### src/rtl/clk_reset_seq_pkg.sv
// clk_reset_seq_pkg: shared FSM state encoding and width helper for the reset sequencer
package clk_reset_seq_pkg;

    localparam logic [1:0] ST_WAIT_LOCK = 2'd0;
    localparam logic [1:0] ST_HOLD      = 2'd1;
    localparam logic [1:0] ST_RELEASE   = 2'd2;
    localparam logic [1:0] ST_RUN       = 2'd3;

    function automatic int clog2_min1(input int v);
        return (v <= 1) ? 1 : $clog2(v);
    endfunction

endpackage

### src/rtl/clk_reset_seq_sync.sv
// sync2: two-flop synchroniser for a single asynchronous input
//   clk  in   destination clock
//   rst  in   asynchronous active-high reset, clears both flops
//   d    in   asynchronous input
//   q    out  synchronised output, follows d after two clk edges
module sync2 (
    input  logic clk,
    input  logic rst,
    input  logic d,
    output logic q
);

    logic meta_q;
    logic sync_q;

    always_ff @(posedge clk or posedge rst) begin
        if (rst) begin
            meta_q <= 1'b0;
            sync_q <= 1'b0;
        end else begin
            meta_q <= d;
            sync_q <= meta_q;
        end
    end

    assign q = sync_q;

endmodule

### src/rtl/clk_reset_seq.sv
// clk_reset_seq: clock-enable divider and ordered per-domain reset sequencer
//   clk           in   fast PLL clock
//   reset         in   asynchronous active-high board reset
//   pll_locked    in   PLL lock, asynchronous to clk
//   domain_ready  in   per-domain ready flags, synchronous to clk
//   err_clear     in   clears sticky status flags
//   ce            out  one-cycle clock-enable pulses, ce[k] every 2^(k+1) cycles
//   domain_reset  out  registered active-high reset per domain
//   all_ready     out  all domains released and masked readies met
//   lock_lost     out  sticky: lock dropped in RELEASE or RUN
//   timeout_err   out  sticky: a ready wait timed out
module clk_reset_seq
    import clk_reset_seq_pkg::*;
#(
    parameter int                     DIV_STAGES    = 2,
    parameter int                     RESET_CYCLES  = 15,
    parameter int                     NUM_DOMAINS   = 2,
    parameter logic [NUM_DOMAINS-1:0] READY_MASK    = NUM_DOMAINS'(1),
    parameter int                     READY_TIMEOUT = 0
) (
    input  logic                   clk,
    input  logic                   reset,
    input  logic                   pll_locked,
    input  logic [NUM_DOMAINS-1:0] domain_ready,
    input  logic                   err_clear,
    output logic [DIV_STAGES-1:0]  ce,
    output logic [NUM_DOMAINS-1:0] domain_reset,
    output logic                   all_ready,
    output logic                   lock_lost,
    output logic                   timeout_err
);

    localparam int HW = clog2_min1(RESET_CYCLES);
    localparam int IW = clog2_min1(NUM_DOMAINS);
    localparam int WW = clog2_min1(READY_TIMEOUT + 1);
    localparam logic [HW-1:0] HOLD_LAST = HW'(RESET_CYCLES - 1);
    localparam logic [IW-1:0] IDX_LAST  = IW'(NUM_DOMAINS - 1);
    localparam logic [WW-1:0] WAIT_LAST = WW'(READY_TIMEOUT);

    logic                   lock_s;
    logic [1:0]             state_q, state_d;
    logic [DIV_STAGES-1:0]  cnt_q, cnt_d;
    logic [DIV_STAGES-1:0]  ce_q, ce_d;
    logic [HW-1:0]          hold_q, hold_d;
    logic [IW-1:0]          idx_q, idx_d;
    logic [WW-1:0]          wait_q, wait_d;
    logic [NUM_DOMAINS-1:0] domain_reset_q, domain_reset_d;
    logic                   all_ready_q, all_ready_d;
    logic                   lock_lost_q, lock_lost_d;
    logic                   timeout_err_q, timeout_err_d;
    logic                   ready_met, tmo_hit, advance, is_last;

    sync2 u_lock_sync (
        .clk (clk),
        .rst (reset),
        .d   (pll_locked),
        .q   (lock_s)
    );

    // ce[k] fires the cycle after the low k+1 counter bits are all ones
    for (genvar g = 0; g < DIV_STAGES; g++) begin : g_ce
        assign ce_d[g] = &cnt_q[g:0];
    end

    assign ready_met = !READY_MASK[idx_q] || domain_ready[idx_q];
    assign tmo_hit   = (READY_TIMEOUT != 0) && (wait_q == WAIT_LAST);
    assign advance   = (state_q == ST_RELEASE) && lock_s && (ready_met || tmo_hit);
    assign is_last   = idx_q == IDX_LAST;

    always_ff @(posedge clk or posedge reset) begin
        if (reset) begin
            state_q        <= ST_WAIT_LOCK;
            cnt_q          <= '0;
            ce_q           <= '0;
            hold_q         <= '0;
            idx_q          <= '0;
            wait_q         <= '0;
            domain_reset_q <= '1;
            all_ready_q    <= 1'b0;
            lock_lost_q    <= 1'b0;
            timeout_err_q  <= 1'b0;
        end else begin
            state_q        <= state_d;
            cnt_q          <= cnt_d;
            ce_q           <= ce_d;
            hold_q         <= hold_d;
            idx_q          <= idx_d;
            wait_q         <= wait_d;
            domain_reset_q <= domain_reset_d;
            all_ready_q    <= all_ready_d;
            lock_lost_q    <= lock_lost_d;
            timeout_err_q  <= timeout_err_d;
        end
    end

    always_comb begin
        state_d = state_q;
        case (state_q)
            ST_WAIT_LOCK: state_d = lock_s ? ST_HOLD : ST_WAIT_LOCK;
            ST_HOLD:      state_d = !lock_s ? ST_WAIT_LOCK : (hold_q == HOLD_LAST) ? ST_RELEASE : ST_HOLD;
            ST_RELEASE:   state_d = !lock_s ? ST_WAIT_LOCK : (advance && is_last) ? ST_RUN : ST_RELEASE;
            default:      state_d = lock_s ? ST_RUN : ST_WAIT_LOCK;
        endcase
    end

    // lock loss forces every domain back into reset before any advance is honoured
    always_comb begin
        cnt_d          = lock_s ? cnt_q + 1'b1 : '0;
        hold_d         = (state_q == ST_HOLD && state_d == ST_HOLD) ? hold_q + 1'b1 : '0;
        idx_d          = (state_q != ST_RELEASE) ? '0 : (advance && !is_last) ? idx_q + 1'b1 : idx_q;
        wait_d         = (state_q == ST_RELEASE && !advance && READY_TIMEOUT != 0) ? wait_q + 1'b1 : '0;
        domain_reset_d = (!lock_s || state_q == ST_WAIT_LOCK) ? '1 :
                         (state_q == ST_HOLD && hold_q == HOLD_LAST) ? domain_reset_q & ~NUM_DOMAINS'(1) :
                         (advance && !is_last) ? domain_reset_q & ~(NUM_DOMAINS'(2) << idx_q) :
                         domain_reset_q;
        all_ready_d    = state_d == ST_RUN;
        lock_lost_d    = (!lock_s && (state_q == ST_RELEASE || state_q == ST_RUN)) || (lock_lost_q && !err_clear);
        timeout_err_d  = (advance && tmo_hit && !ready_met) || (timeout_err_q && !err_clear);
    end

    assign ce           = ce_q;
    assign domain_reset = domain_reset_q;
    assign all_ready    = all_ready_q;
    assign lock_lost    = lock_lost_q;
    assign timeout_err  = timeout_err_q;

endmodule
### config.mk
export PLATFORM = sky130hd
export DESIGN_NAME = clk_reset_seq
export DESIGN_NICKNAME = d
export VERILOG_FILES = /design/src/rtl/clk_reset_seq_pkg.sv /design/src/rtl/clk_reset_seq_sync.sv /design/src/rtl/clk_reset_seq.sv
export SDC_FILE = /design/constraint.sdc
export NUM_CORES = 1
export LEC_CHECK = 0
export BUFFER_PORTS_ARGS = -buffer_cell sky130_fd_sc_hd__buf_2
export CAP_MARGIN = 15
export CORE_AREA = 2 2 39 41
export CTS_CLUSTER_SIZE = 8
export DETAILED_ROUTE_END_ITERATION = 8
export DIE_AREA = 0 0 41 43
export PLACE_DENSITY_LB_ADDON = 0.15
export SLEW_MARGIN = 20
export SYNTH_ARGS = -nofsm -noshare
export SYNTH_HDL_FRONTEND = slang
export SYNTH_SLANG_ARGS = --single-unit
### constraint.sdc
create_clock -name clk -period 3 [get_ports clk]
set_input_delay 0.3 -clock clk [delete_from_list [all_inputs] [get_ports clk]]
set_output_delay 0.3 -clock clk [all_outputs]
set_load 0.03 [all_outputs]
==> flow_summary.json, run 1 <==
{
  "diodes": 0,
  "layout.nets": 78,
  "synth_ff_type": "dfrtp_1",
  "cp.arrival_ns": 1.02,
  "postSynthAreaPerCell_um2": 12.7,
  "cts_max_level": 1,
  "path_delay_family": "flip-flops",
  "setup_violations": 0,
  "rsz0062_at_grt": "false",
  "design.die.area_um2": 1760,
  "synth_cell_types": 21,
  "max_slew.worst_pin.slew_ns": 0.645,
  "cts_tree": "yes",
  "yosysWarningCount": 0,
  "crit_chain": "buf_2",
  "yosys_register_bits": 18,
  "fin_crit_sh_pct": 44.0,
  "min_path_type": "primary input to async pin",
  "power.total_mw": 0.426,
  "ios": 13,
  "viasPerCell": 5.02,
  "n_fill_cell": 122,
  "grt_pass1_vias": 402,
  "grt_usage_pct": 13.5,
  "core_um2": 1380,
  "syn_to_final_growth_pct": 16.5,
  "regArea_um2": 453,
  "synth_edf_count": 0,
  "postCtsHoldBufs": 0,
  "clk_pin_slew_ns": 0.10,
  "cp_slowest_cell": "dfstp_2",
  "max_freq_mhz": 758,
  "holdWs_ns": 0.0797,
  "crit_path_start_kind": "flip-flop",
  "clock_sinks": 18,
  "insertion_delay_ns": 0.29,
  "max_cap_viol_count": 0,
  "cts_buffer_depth": 2,
  "max_stage_delay_ns": 0.54,
  "layout_min_cycle_time_ns": 1.32,
  "ctsRootBufferMaster": "clkbuf_4",
  "ir_drop_v": 0.000342,
  "required_ns": 2.70,
  "yosysSeqAreaShare_pct": 67.2,
  "route.detailed.drc": 0,
  "num_rows": 14,
  "final_util_pct": 56.8,
  "vias": 422,
  "gp_congestion": 0.643,
  "finalSetupTns_ns": 0,
  "cts_buffers": 3,
  "detail_route.wl_per_cell_um": 11.5,
  "fin_skew_ns": 0.00152,
  "start_util_pct": 48.7,
  "syn_area_um2": 674,
  "grt_pass1_wl_um": 1590,
  "highest_layer": "met4",
  "wl_um": 962,
  "drt_iter0_drc": 14,
  "overflow": 0,
  "power_density_nw_per_um2": 542,
  "grt_max_degree": 19,
  "critPathKind": "flip-flop to output pin",
  "critPathMaxFanout": 2,
  "crit_buf_inv": 1,
  "multi_input_area_um2": 206,
  "die_w_um": 41,
  "io_buffers": 11,
  "syn_inst": 53,
  "routed-wl-met2_um": 458,
  "end_kind": "output pin",
  "cts_setup_buffers": 0,
  "dr.pass1.iters": 4,
  "grt_antenna_before_repair": 0,
  "postSynth.asyncResetShare_pct": 100,
  "hold_viol_final": 0,
  "status": "completed",
  "cts_resized": 0,
  "drt.antenna.violating_nets": 0,
  "maxSlewViolCount": 0,
  "wl_met1_um": 437,
  "layout-drive-gt1-share_pct": 30.9,
  "dpl.hpwl_um": 715,
  "die_h_um": 43,
  "p_leak_nw": 0.405,
  "synth_nets": 62,
  "wl_met3_um": 53,
  "relSlewSlack_pct": 56.9
}
==> sequential cells by signal, indices dropped and copies added, names as in the netlist <==
| register | cells |
|---|---|
| lock_lost | 1 |
| domain_reset | 2 |
| ce | 2 |
| hold_q | 4 |
| u_lock_sync.meta_q | 1 |
| all_ready | 1 |
| u_lock_sync.q | 1 |
| timeout_err | 1 |
| state_q | 2 |
| idx_q | 1 |
| cnt_q | 2 |
==> metal layers <==
metal | global-route usage, % | vias to the layer above
met5 | 0 | -
met4 | 4.00 | 0
met3 | 4.71 | 3
met2 | 20.3 | 11
met1 | 17.9 | 202
li1 | - | 206
==> cell usage after synthesis, types with 2 or more instances <==
cell type  number  area [um^2]
nand2_1         2         7.51
dfstp_2         2         52.6
a21oi_1         2         10.0
nand3_1         2         10.0
nor2_1          8         30.0
inv_1           4         15.0
dfrtp_1        16          400
ha_1            3         37.5
o21ai_0         2         10.0
==> per-stage QoR <==
step	instance area, um^2	setup WS (ns)	std cells
floorplan	674	1.91	53
global placement	749	1.86	80
detailed placement	749	1.81	80
CTS	786	1.68	84
global route	786	1.64	84
finish	786	1.68	84
==> layout by cell type, fill, tap and decap left out <==
| cell | n |
|---|---|
| dfrtp_1 | 16 |
| buf_2 | 11 |
| nor2_1 | 8 |
| inv_1 | 4 |
| ha_1 | 3 |
| clkbuf_4 | 3 |
| o21ai_0 | 2 |
| nand3_1 | 2 |
| a21oi_1 | 2 |
| nand2_1 | 2 |
| dfstp_2 | 2 |
| nand2b_1 | 1 |
| nor3b_1 | 1 |
| and3_1 | 1 |
| nor2b_2 | 1 |
| a221oi_2 | 1 |
| nand3_2 | 1 |
| xnor2_1 | 1 |
| and2_1 | 1 |
| xor2_1 | 1 |
| a22o_2 | 1 |
| nor2b_1 | 1 |
| a21o_1 | 1 |
| clkbuf_8 | 1 |
==> kinds of logic after synthesis <==
family | count (synthesis) | share of synthesized area (%)
AND/OR/NAND/NOR | 19 | 14.7
flip-flops | 18 | 67.2
AO/OA/AOI/OAI | 7 | 7.79
buffers and inverters | 4 | 2.23
adder cells (fa/ha/maj) | 3 | 5.57
XOR/XNOR | 2 | 2.60
==> where the power goes <==
part	internal (mW)	switching, mW
Clock	0.0740	0.0715
Combinational	0.00837	0.0162
Sequential	0.251	0.00501
==> final timing paths <==
kind                                         start                 end  slack [ns]  cells after the start
worst max-delay path               domain_reset[0]     domain_reset[0]        1.68                      1
worst min-delay path                         reset           hold_q[2]        0.08                      2
worst max register to register           hold_q[0]          state_q[0]        1.79                      4
worst min register to register  u_lock_sync.meta_q       u_lock_sync.q        0.36                      0
max in group asynchronous                    reset            cnt_q[1]        2.51                      2
min in group clk                        pll_locked  u_lock_sync.meta_q        0.11                      1
==> layout make-up <==
cell class / count / share of cell area, %
sequential: 18 / 57.6
inverter: 4 / 1.91
timing repair buffer: 11 / 7.01
tap: 16 / 2.55
multi-input combinational: 31 / 26.3
clock buffer: 4 / 4.62
Note: power is estimated with default switching activity, not from simulation.
==> inputs of run 2 (changes only) <==
--- a/config.mk
+++ b/config.mk
@@ -7,10 +7,10 @@
 export LEC_CHECK = 0
 export BUFFER_PORTS_ARGS = -buffer_cell sky130_fd_sc_hd__buf_2
 export CAP_MARGIN = 15
-export CORE_AREA = 2 2 39 41
+export CORE_MARGIN = 1.5
+export CORE_UTILIZATION = 50
 export CTS_CLUSTER_SIZE = 8
 export DETAILED_ROUTE_END_ITERATION = 8
-export DIE_AREA = 0 0 41 43
 export PLACE_DENSITY_LB_ADDON = 0.15
 export SLEW_MARGIN = 20
 export SYNTH_ARGS = -nofsm -noshare
==> constraint.sdc (replaced) <==
create_clock -name clk -period 1.3 [get_ports clk]
set_input_delay 0.13 -clock clk [delete_from_list [all_inputs] [get_ports clk]]
set_output_delay 0.13 -clock clk [all_outputs]
set_load 0.03 [all_outputs]
==> run 2 against run 1 <==
  * Die area decreased by 10%
  * Worst setup slack worse by 1.5 ns
  * Register-to-register slack got worse by 1.6 ns
  * Clock power rose by 83%
  * Via count decreased by 2.1%
  * Combinational power rose to 2.8 times the previous value
  * Flip-flop and latch count unchanged
  * Design area is 3.8% higher
  * Worst hold slack better by 0.049 ns
  * Largest cell class unchanged
==> flow_summary.json, run 2 (synthesis gave the netlist of run 1 again) <==
{
  "dp.cells": 80,
  "viasPerCell": 4.75,
  "diodes": 0,
  "final_common_cell": "dfrtp_1",
  "crit_start": "domain_reset[0]",
  "crit_chain": "buf_2",
  "max_cap_viol_count": 0,
  "die_h_um": 39.7,
  "drt_iter0_drc": 5,
  "path_delay_family": "flip-flops",
  "required_ns": 1.17,
  "layout.nets": 83,
  "max_freq_mhz": 875,
  "ctsRootBufferMaster": "clkbuf_4",
  "clock_sinks": 18,
  "dr.pass1.iters": 3,
  "power_density_nw_per_um2": 1130,
  "setup_violations": 0,
  "core_um2": 1280,
  "maxSlewViolCount": 0,
  "ir_drop_v": 0.000745,
  "cts_resized": 0,
  "grt_pass1_wl_um": 1460,
  "finalSetupTns_ns": 0,
  "status": "completed",
  "worstSetupPathDepth": 1,
  "num_rows": 13,
  "p_leak_nw": 0.420,
  "grt_max_degree": 19,
  "cts_tree": "yes",
  "grt_usage_pct": 15.2,
  "gp_congestion": 0.638,
  "largest_reg_flops": 4,
  "hold_viol_final": 0,
  "die_w_um": 39.7,
  "cts_buffers": 3,
  "min_path_cells": 3,
  "grt_antenna_before_repair": 0,
  "wl_um": 972,
  "syn_to_final_growth_pct": 21.0,
  "rsz0062_at_grt": "false",
  "detail_route.wl_per_cell_um": 11.2,
  "min_path_type": "primary input to flip-flop",
  "route.detailed.drc": 0,
  "fin_cells": 87,
  "relSlewSlack_pct": 82.8,
  "layout_min_cycle_time_ns": 1.14,
  "regMostFlops": "hold_q",
  "crit_path_start_kind": "flip-flop",
  "min_from": "domain_ready[0]",
  "ios": 13,
  "insertion_delay_ns": 0.29,
  "dpl.hpwl_um": 652,
  "critPathMaxFanout": 2,
  "max_stage_delay_ns": 0.54,
  "layout-drive-gt1-share_pct": 30.6,
  "clk_pin_slew_ns": 0.09,
  "cts_max_level": 1,
  "vias": 413,
  "overflow": 0,
  "design.die.area_um2": 1580,
  "critPathKind": "flip-flop to output pin",
  "crit_buf_inv": 1,
  "n_fill_cell": 116,
  "reg2reg_depth": 4,
  "fin_skew_ns": 0.00448,
  "start_util_pct": 52.5,
  "cp.arrival_ns": 1.01,
  "end_kind": "output pin",
  "drt.antenna.violating_nets": 0,
  "grt_pass1_vias": 358,
  "cp_slowest_cell": "dfstp_2",
  "io_buffers": 11,
  "max_slew.worst_pin.slew_ns": 0.259,
  "cts_buffer_depth": 2,
  "fin_crit_sh_pct": 87.9,
  "layout_common_cells": "16 x dfrtp_1, 11 x buf_2, 8 x nor2_1",
  "r2r_start": "hold_q[0]"
}
run 2: cell count changes in the layout (fill, tap and decap cells not counted), sizes merged:
cell,delta
buf,+2
clkbuf,-1
dlygate4sd3,+3
run 2: metrics by stage:
step                hold slack [ns]  utilization [%]  instance area (um^2)  setup slack, ns  power, mW
finish                        0.128             63.5                   816            0.157      0.924
global route                  0.146             63.5                   816           0.0389      0.964
CTS                           0.118             62.9                   808            0.137      0.936
detailed placement            0.152             58.8                   756            0.151      0.661
global placement              0.149             58.8                   756            0.155      0.659
floorplan                    0.0671                -                   674            0.205      0.638
run 2: worst paths after layout:
kind	end	slack, ns
worst max register to register	state_q[0]	0.16
worst max-delay path	domain_reset[0]	0.16
worst min-delay path	domain_reset[1]	0.13
worst min register to register	u_lock_sync.q	0.37
min in group asynchronous	u_lock_sync.meta_q	0.38
max in group asynchronous	domain_reset[1]	0.66
run 2: per-layer routing:
layer | GRT usage, % | vias up | part of all wire [%]
li1 | - | 211 | -
met1 | 16.2 | 187 | 48
met2 | 23.8 | 11 | 46
met3 | 5.11 | 4 | 4.1
met4 | 12.9 | 0 | 1.7
met5 | 0 | - | 0
run 2: layout make-up:
cell class	count	area, um^2	share of cell area, %
Sequential cell	18	453	55.5
Multi-Input combinational cell	31	206	25.3
Timing Repair Buffer	16	100	12.3
Clock buffer	3	22.5	2.76
Tap cell	15	18.8	2.30
Inverter	4	15.0	1.84
run 2: what timing repair did:
action / in CTS / in global routing
hold endpoints to repair: 18 / 0
endpoints found under the setup margin: 0 / 1
buffers inserted: 0 / 1
hold buffers: 3 / 0
run 2: power breakdown:
part / leakage (nW) / switching, mW / internal [mW]
clock: 0.0138 / 0.159 / 0.108
combinational: 0.174 / 0.0396 / 0.0291
sequential: 0.233 / 0.0111 / 0.578
